<file path="config.mk">
export PLATFORM = sky130hd
export DESIGN_NAME = usb_fs_tx
export DESIGN_NICKNAME = d
export VERILOG_FILES = /design/src/rtl/usb_pkg.sv /design/src/rtl/usb_nrzi_stuffer.sv /design/src/rtl/usb_fs_tx.sv
export SDC_FILE = /design/constraint.sdc
export NUM_CORES = 1
export LEC_CHECK = 0
export BUFFER_PORTS_ARGS = -buffer_cell sky130_fd_sc_hd__buf_2
export CAP_MARGIN = 10
export CORE_ASPECT_RATIO = 1.5
export CORE_MARGIN = 2
export CORE_UTILIZATION = 45
export CTS_CLUSTER_DIAMETER = 60
export CTS_CLUSTER_SIZE = 30
export DETAILED_ROUTE_END_ITERATION = 8
export PLACE_DENSITY = 0.66
export SYNTH_ARGS = -nofsm -noshare
export SYNTH_HDL_FRONTEND = slang
export SYNTH_SLANG_ARGS = --single-unit
</file>
<file path="constraint.sdc">
create_clock -name clk -period 6.1 [get_ports clk]
set_input_delay 0 -clock clk [delete_from_list [all_inputs] [get_ports clk]]
set_output_delay 0 -clock clk [all_outputs]
set_load 0.03 [all_outputs]
</file>
<file path="src/rtl/usb_pkg.sv">
// usb_pkg: line-state encodings, framing constants and tx FSM states shared by the USB FS tx path.
package usb_pkg;
  typedef enum logic [1:0] {LS_SE0 = 2'b00, LS_K = 2'b01, LS_J = 2'b10} line_t;
  localparam logic [7:0] SYNC_BYTE = 8'h80;
  localparam logic [2:0] STUFF_LIMIT = 3'd6;
  localparam int EOP_SE0_BITS = 2;
  typedef enum logic [2:0] {S_IDLE, S_SYNC, S_DATA, S_STUFF, S_EOP_SE0, S_EOP_J} tx_state_t;
endpackage

</file>
<file path="src/rtl/usb_nrzi_stuffer.sv">
// usb_nrzi_stuffer: per-bit NRZI encoder with consecutive-ones counter and stuff request.
module usb_nrzi_stuffer import usb_pkg::*; (
  input  logic  clk,
  input  logic  rst_n,
  input  logic  clear_i,
  input  logic  bit_strobe_i,
  input  logic  data_bit_i,
  output line_t line_o,
  output logic  stuff_now_o
);
  line_t ref_q;
  logic [2:0] ones_q;
  logic toggle;
  // line_o is the encoding of the bit being strobed; a pending stuff forces a toggle
  assign stuff_now_o = ones_q == STUFF_LIMIT;
  assign toggle = stuff_now_o || !data_bit_i;
  assign line_o = toggle ? (ref_q == LS_J ? LS_K : LS_J) : ref_q;
  always_ff @(posedge clk or negedge rst_n)
    if (!rst_n) begin
      ref_q <= LS_J;
      ones_q <= '0;
    end else if (clear_i) begin
      ref_q <= LS_J;
      ones_q <= '0;
    end else if (bit_strobe_i) begin
      ref_q <= line_o;
      ones_q <= toggle ? '0 : ones_q + 3'd1;
    end
endmodule

</file>
<file path="src/rtl/usb_fs_tx.sv">
// usb_fs_tx: full-speed USB packet transmitter (SYNC + payload + EOP, NRZI, bit stuffing).
module usb_fs_tx import usb_pkg::*; #(
  parameter int CLKS_PER_BIT = 4
) (
  input  logic       clk,
  input  logic       rst_n,
  input  logic [7:0] in_data,
  input  logic       in_valid,
  input  logic       in_last,
  output logic       in_ready,
  output logic       usb_dp,
  output logic       usb_dm,
  output logic       usb_oe,
  output logic       busy,
  output logic       underrun
);
  localparam int CW = $clog2(CLKS_PER_BIT);
  tx_state_t state_q, state_d;
  logic [CW-1:0] cnt_q, cnt_d;
  logic [2:0] idx_q, idx_d;
  logic [7:0] sh_q, sh_d, nxt_q, nxt_d;
  logic last_q, last_d, bdone_q, bdone_d, oe_q, oe_d;
  line_t pad_q, pad_d, line;
  logic strobe, dbit, clear, stuff_now, cnt_last, byte_end;
  usb_nrzi_stuffer u_nrzi (
    .clk(clk), .rst_n(rst_n), .clear_i(clear), .bit_strobe_i(strobe),
    .data_bit_i(dbit), .line_o(line), .stuff_now_o(stuff_now)
  );
  // Load point: last clk of a byte's final bit, or of the stuff bit that trails it
  assign cnt_last = cnt_q == CW'(CLKS_PER_BIT - 1);
  assign byte_end = cnt_last && ((state_q == S_DATA && idx_q == 3'd7 && !stuff_now) ||
                                 (state_q == S_STUFF && bdone_q));
  assign clear = state_q inside {S_EOP_SE0, S_EOP_J};
  assign in_ready = state_q == S_IDLE || (byte_end && !last_q);
  assign underrun = byte_end && !last_q && !in_valid;
  assign usb_dp = pad_q[1];
  assign usb_dm = pad_q[0];
  assign usb_oe = oe_q;
  assign busy = oe_q;
  always_comb begin
    state_d = state_q;
    cnt_d = (state_q == S_IDLE || cnt_last) ? '0 : cnt_q + CW'(1);
    idx_d = idx_q;
    sh_d = sh_q;
    nxt_d = nxt_q;
    last_d = last_q;
    bdone_d = bdone_q;
    oe_d = oe_q;
    pad_d = pad_q;
    strobe = 1'b0;
    dbit = sh_q[idx_q + 3'd1];
    if (state_q == S_IDLE) begin
      if (in_valid) begin
        state_d = S_SYNC;
        sh_d = SYNC_BYTE;
        nxt_d = in_data;
        last_d = in_last;
        idx_d = '0;
        oe_d = 1'b1;
        strobe = 1'b1;
        dbit = SYNC_BYTE[0];
        pad_d = line;
      end
    end else if (cnt_last) begin
      if (byte_end) begin
        bdone_d = 1'b0;
        idx_d = '0;
        if (last_q || !in_valid) begin
          state_d = S_EOP_SE0;
          pad_d = LS_SE0;
        end else begin
          state_d = S_DATA;
          sh_d = in_data;
          last_d = in_last;
          strobe = 1'b1;
          dbit = in_data[0];
          pad_d = line;
        end
      end else if (state_q == S_SYNC && idx_q == 3'd7) begin
        state_d = S_DATA;
        sh_d = nxt_q;
        idx_d = '0;
        strobe = 1'b1;
        dbit = nxt_q[0];
        pad_d = line;
      end else if (state_q == S_DATA && stuff_now) begin
        state_d = S_STUFF;
        bdone_d = idx_q == 3'd7;
        strobe = 1'b1;
        pad_d = line;
      end else if (state_q inside {S_SYNC, S_DATA, S_STUFF}) begin
        state_d = state_q == S_STUFF ? S_DATA : state_q;
        idx_d = idx_q + 3'd1;
        strobe = 1'b1;
        pad_d = line;
      end else if (state_q == S_EOP_SE0) begin
        state_d = idx_q == 3'(EOP_SE0_BITS - 1) ? S_EOP_J : S_EOP_SE0;
        idx_d = idx_q == 3'(EOP_SE0_BITS - 1) ? 3'd0 : idx_q + 3'd1;
        pad_d = idx_q == 3'(EOP_SE0_BITS - 1) ? LS_J : LS_SE0;
      end else begin
        state_d = S_IDLE;
        oe_d = 1'b0;
        pad_d = LS_J;
      end
    end
  end
  always_ff @(posedge clk or negedge rst_n)
    if (!rst_n) begin
      state_q <= S_IDLE;
      cnt_q <= '0;
      idx_q <= '0;
      sh_q <= '0;
      nxt_q <= '0;
      last_q <= 1'b0;
      bdone_q <= 1'b0;
      oe_q <= 1'b0;
      pad_q <= LS_J;
    end else begin
      state_q <= state_d;
      cnt_q <= cnt_d;
      idx_q <= idx_d;
      sh_q <= sh_d;
      nxt_q <= nxt_d;
      last_q <= last_d;
      bdone_q <= bdone_d;
      oe_q <= oe_d;
      pad_q <= pad_d;
    end
endmodule

</file>
==> impl_metrics.py, run 1 <==
metrics = {
    "yosys": {
        "syn-cell-area_um2": 1970,
        "ys_warn_count": 0,
        "ys_ff_latch": 34,
        "synth_nets": 216,
        "yosysSeqAreaShare_pct": 43.4,
        "synth_cell_types": 50,
        "synth-main-ff-cell": "dfrtp_1",
        "synth-edff-count": 0,
        "synthCells": 198,
        "syn_avg_cell_area_um2": 9.93,
        "async_reset_ff_share_pct": 100,
    },
    "clock_network": {
        "path_clk_slew_ns": 0.07,
        "hold_buffers": 10,
        "post-cts-setup-buffer-count": 0,
        "cts-root-buf": "clkbuf_8",
        "clkLatencyLatePin_ns": 0.28,
        "clock-sinks": 34,
        "cts_buffers": 5,
        "htree_levels": 2,
        "clockBufferDepth": 2,
        "cts_resized": 0,
        "cts_tree": "yes",
    },
    "worst_setup_path": {
        "worstPathRequired_ns": 6.28,
        "crit_path_max_fanout": 11,
        "crit_chain": "ha_1 > ha_1 > nor2b_1 > a22o_1 > o211a_1 > or4b_1 > o311ai_1",
        "critPathSlowestCell": "or4b_1",
        "worstSetupEndpointType": "flip-flop",
        "path_class": "flip-flop to flip-flop",
        "crit_arrival_ns": 2.77,
        "cpMostUsedCell": "ha_1",
        "start_kind": "flip-flop",
        "critPathMaxStageDelay_ns": 0.53,
    },
    "cells_and_area": {
        "area_growth_pct": 15.8,
        "drive_above_1_share_pct": 22.3,
        "fillers": 369,
        "final_nets": 241,
        "n_antenna_cell": 0,
    },
    "detailed_routing": {
        "num_vias": 1618,
        "routedWlPerCell_um": 16.5,
        "ant_nets": 0,
        "vias_per_cell": 5.99,
        "drt_wl_total_um": 4460,
        "drcViolationCount": 0,
        "dr.pass1.iters": 4,
        "initialDrtViolationCount": 36,
    },
    "place": {
        "numPortBuffers": 17,
        "place_congestion": 0.843,
        "hpwl_um": 3200,
    },
    "timing": {
        "worstMarginPinSlew_ns": 0.746,
        "skew_ns": 0.00412,
        "slew_headroom_pct": 50.3,
        "setup_viol": 0,
        "fin_crit_ns": 2.59,
        "max_freq_ghz": 0.386,
        "rsz0062_at_grt": "false",
        "finalHoldViolations": 0,
        "setup_tns_ns": 0,
        "finalCritPeriodShare_pct": 42.5,
        "slew_violations": 0,
    },
    "power": {
        "ir_worst_vdd_mv": 0.174,
        "power_w": 0.000496,
        "p_per_area_nw_per_um2": 218,
        "p_leak_nw": 1.01,
    },
    "floorplan": {
        "row_count": 29,
        "core_area_um2": 4210,
        "initial_core_util_pct": 46.7,
        "num_io_pins": 18,
        "die_x_um": 58.0,
        "die_area_um2": 4930,
        "die_h_um": 85.0,
    },
    "global_route": {
        "grt_max_degree": 35,
        "grt_pass1_vias": 1691,
        "grt_pass1_wl_um": 7730,
        "antenna_found_initial": 0,
        "track_usage_pct": 20.4,
        "grt.overflow.total": 0,
    },
    "worst_hold_path": {
        "hold_path.class": "input pin to flip-flop",
    },
    "run": {
        "cap_viol_max_count": 0,
    },
    "run_status": {
        "status": "completed",
    },
}
[sequential cells by signal, summed over array words and instances, names as in the netlist, 2 cells and up]
| register | cells |
|---|---|
| nxt_q | 8 |
| sh_q | 8 |
| idx_q | 3 |
| state_q | 3 |
| u_nrzi.ones_q | 3 |
| cnt_q | 2 |
| pad_q | 2 |
| u_nrzi.ref_q | 2 |
[worst paths after layout]
check | from | endpoint | slack (ns) | depth (start not counted)
min in group asynchronous | rst_n | u_nrzi.ref_q[0] | 0.32 | 2
min reg2reg | cnt_q[0] | cnt_q[0] | 0.45 | 1
max in group asynchronous | rst_n | state_q[0] | 5.30 | 2
min | in_valid | last_q | 0.07 | 2
max reg2reg | idx_q[0] | u_nrzi.ones_q[2] | 3.51 | 7
max | idx_q[0] | u_nrzi.ones_q[2] | 3.51 | 7
[routing by layer]
metal | GRT usage [%] | vias to the layer above | share of wire [%]
met5 | 0 | - | 0
met4 | 10.4 | 0 | 3.9
met3 | 3.35 | 14 | 2.8
met2 | 35.1 | 38 | 53
met1 | 23.8 | 776 | 41
li1 | - | 790 | -
[worst max-delay path: cells and delay by family (launching register included)]
kind,cells,cell delay [ns]
compound gates,3,0.83
simple gates,2,0.70
fa+ha+maj,2,0.50
flops,1,0.46
[report_power, final]
group	internal [W]	leakage (nW)	switching, W
Clock	0.000122	0.0514	0.0000797
Sequential	0.000239	0.431	0.00000726
Combinational	0.0000219	0.525	0.0000256
[per-stage QoR]
step	cell area [µm²]	setup slack [ns]	std cells	utilization (%)	hold WS [ns]
after floorplan	1970	3.85	198	-	-0.296
after global placement	2070	3.59	252	49.1	0.116
after detailed placement	2070	3.52	252	49.1	0.112
after CTS	2280	3.50	270	54.1	0.0606
after global routing	2280	3.37	270	54.1	0.0837
final	2280	3.51	270	54.1	0.0689
[cells in the final DEF (no fill, tap or decap), types with 3 or more instances in the layout]
cell type      netlist  routed
dfrtp_1             32      32
nand2_1             18      18
buf_2                3      17
mux2_2              16      16
o21ai_0             15      15
inv_1               11      11
nand3_1             11      11
nor2_1              10      10
dlygate4sd3_1        0      10
a21oi_1              6       6
ha_1                 6       6
nor3_1               5       5
clkbuf_8             0       5
and3_1               4       4
nand2b_1             4       4
o21ai_1              4       4
a31oi_1              4       4
a22o_1               3       3
[layout make-up]
cell class	instances	area [µm²]	share of cell area (%)
inverters	11	41.3	1.81
flip-flops and latches	34	853	37.5
repair buffers	27	185	8.13
multi-input cells	144	1030	45.2
clock buffers	6	72.6	3.19
clock inverters	2	37.5	1.65
well taps	46	57.6	2.53
[cells by family after synthesis]
kind of cell	synth area share [%]
AOI/OAI and AO/OA	19.5
adders and majority gates	3.82
buffers and inverters	4.20
DFF	43.4
muxes	12.5
and+or+nand+nor	16.7
[Yosys cell counts (2+ instances only)]
master / count / share of area [%]
dfrtp_1: 32 / 41
nand2_1: 18 / 3.4
mux2_2: 16 / 9.2
o21ai_0: 15 / 3.8
inv_1: 11 / 2.1
nand3_1: 11 / 2.8
nor2_1: 10 / 1.9
a21oi_1: 6 / 1.5
ha_1: 6 / 3.8
nor3_1: 5 / 1.3
a31oi_1: 4 / 1.3
and3_1: 4 / 1.3
clkbuf_1: 4 / 0.76
nand2b_1: 4 / 1.3
o21ai_1: 4 / 1.0
a22o_1: 3 / 1.3
buf_2: 3 / 0.76
a32o_1: 2 / 1.0
dfstp_2: 2 / 2.7
mux2i_1: 2 / 1.0
mux4_2: 2 / 2.3
nor2b_1: 2 / 0.64
o211a_1: 2 / 1.0
o21a_1: 2 / 0.76
o41ai_1: 2 / 0.89
or4b_1: 2 / 1.0
No activity file was read; power rests on OpenSTA's default activity.
==> run 2: changes to the inputs <==
- clock period: 6.1 -> 2.7 ns (I/O delays scaled with it)
==> impl_metrics.py, run 2 (synthesized netlist as in run 1, its figures left out) <==
metrics = {
    "timing": {
        "finalCritPeriodShare_pct": 88.5,
        "slew_violations": 0,
        "fin_crit_ns": 2.39,
        "finalHoldViolations": 0,
        "max_freq_ghz": 0.419,
        "setup_viol": 0,
        "worstMarginPinSlew_ns": 0.769,
        "rsz0062_at_grt": "false",
        "skew_ns": 0.00612,
        "setup_tns_ns": 0,
        "slew_headroom_pct": 48.8,
        "finalWorstSetupSlack_ns": 0.311,
    },
    "place": {
        "place_congestion": 0.867,
        "placed_cell_area_um2": 2110,
        "numPortBuffers": 17,
        "hpwl_um": 3400,
        "dp.cells": 258,
        "pre_cts_slack_ns": 0.332,
    },
    "global_route": {
        "grt_pass1_wl_um": 7960,
        "track_usage_pct": 21.0,
        "antenna_found_initial": 0,
        "grt.overflow.total": 0,
        "grt_pass1_vias": 1699,
        "grt_max_degree": 35,
    },
    "worst_setup_path": {
        "worstReg2RegStart": "idx_q[1]",
        "endpoint": "u_nrzi.ones_q[2]",
        "start_kind": "flip-flop",
        "ff2ff_path_depth": 7,
        "critPathLaunch": "idx_q[1]",
        "crit_path_max_fanout": 8,
        "worstPathRequired_ns": 2.89,
        "path_class": "flip-flop to flip-flop",
        "rrSetupSlack_ns": 0.31,
        "crit_arrival_ns": 2.58,
        "worstSetupEndpointType": "flip-flop",
        "reg2reg_to": "u_nrzi.ones_q[2]",
    },
    "cells_and_area": {
        "seqCellArea_um2": 853,
        "multi_input_area_um2": 1030,
        "mostFrequentLayoutCells": "dfrtp_1, nand2_1, buf_2",
        "area_growth_pct": 16.8,
        "final_nets": 247,
        "fillers": 382,
        "layout_commonest_cell": "dfrtp_1",
        "reg.largest.list": "nxt_q: 8 flops, sh_q: 8 flops",
        "layout.cells.non_filler": 275,
        "drive_above_1_share_pct": 24.5,
        "final_area_um2": 2300,
        "n_antenna_cell": 0,
    },
    "floorplan": {
        "row_count": 29,
        "die_area_um2": 4930,
        "initial_core_util_pct": 46.7,
        "core_area_um2": 4210,
        "num_io_pins": 18,
        "die_x_um": 58.0,
        "die_h_um": 85.0,
    },
    "detailed_routing": {
        "dr.pass1.iters": 4,
        "num_vias": 1653,
        "ant_nets": 0,
        "initialDrtViolationCount": 39,
        "routedWlPerCell_um": 17.0,
        "drt_wl_total_um": 4670,
        "drcViolationCount": 0,
        "vias_per_cell": 6.01,
    },
    "run_status": {
        "status": "completed",
    },
    "clock_network": {
        "cts_resized": 0,
        "path_clk_slew_ns": 0.08,
        "cts-root-buf": "clkbuf_8",
        "post-cts-setup-buffer-count": 0,
        "cts_buffers": 5,
        "clkLatencyLatePin_ns": 0.29,
        "hold_buffers": 10,
        "clockBufferDepth": 2,
        "htree_levels": 2,
        "cts_tree": "yes",
        "clock-sinks": 34,
    },
    "power": {
        "power_w": 0.00104,
        "p_per_area_nw_per_um2": 451,
        "ir_worst_vdd_mv": 0.344,
        "p_leak_nw": 1.02,
    },
    "run": {
        "cap_viol_max_count": 0,
    },
    "worst_hold_path": {
        "hold_path.class": "input pin to flip-flop",
    },
}
## run 2: how the worst min path moves through the flow
stage | depth (start not counted) | start | to | slack (ns)
after floorplan | 0 | rst_n | bdone_q | -0.30
after global placement | 1 | rst_n | u_nrzi.ref_q[0] | 0.12
after detailed placement | 1 | rst_n | u_nrzi.ref_q[0] | 0.12
after CTS | 2 | in_valid | last_q | 0.06
after global routing | 2 | in_valid | last_q | 0.08
final | 2 | in_valid | last_q | 0.06
## run 2: layout make-up
| cell class | count | share of cell area (%) |
|---|---|---|
| Multi-Input combinational cell | 144 | 44.9 |
| Sequential cell | 34 | 37.1 |
| Timing Repair Buffer | 33 | 10.0 |
| Clock buffer | 5 | 3.00 |
| Tap cell | 46 | 2.51 |
| Inverter | 11 | 1.80 |
| Clock inverter | 2 | 0.654 |
## run 2: report_power, final
part / internal (W) / total, W / leakage, nW / switching [W]
sequential: 0.000541 / 0.000557 / 0.431 / 0.0000163
combinational: 0.0000498 / 0.000108 / 0.555 / 0.0000587
clock: 0.000176 / 0.000370 / 0.0362 / 0.000194
## run 2: per-stage QoR
step,util [%],hold WS [ns]
floorplan,-,-0.296
global placement,50.2,0.121
detailed placement,50.2,0.122
CTS,54.6,0.0599
global route,54.6,0.0809
finish,54.6,0.0624
## run 2: worst max-delay path: stages, from the launching register on
cell and delay, ns:
dfrtp_1 0.38, ha_1 0.15, ha_1 0.27, nor2b_1 0.22
a22oi_1 0.17, o311ai_2 0.53, or4b_1 0.49, o311ai_1 0.08
## run 2: layer usage
| layer | share of wire [%] | routed length (µm) | GRT usage [%] |
|---|---|---|---|
| met1 | 40 | 1870 | 24.2 |
| met2 | 55 | 2560 | 38.1 |
| met3 | 2.6 | 122 | 3.35 |
| met4 | 2.5 | 119 | 7.61 |
| met5 | 0 | 0 | 0 |
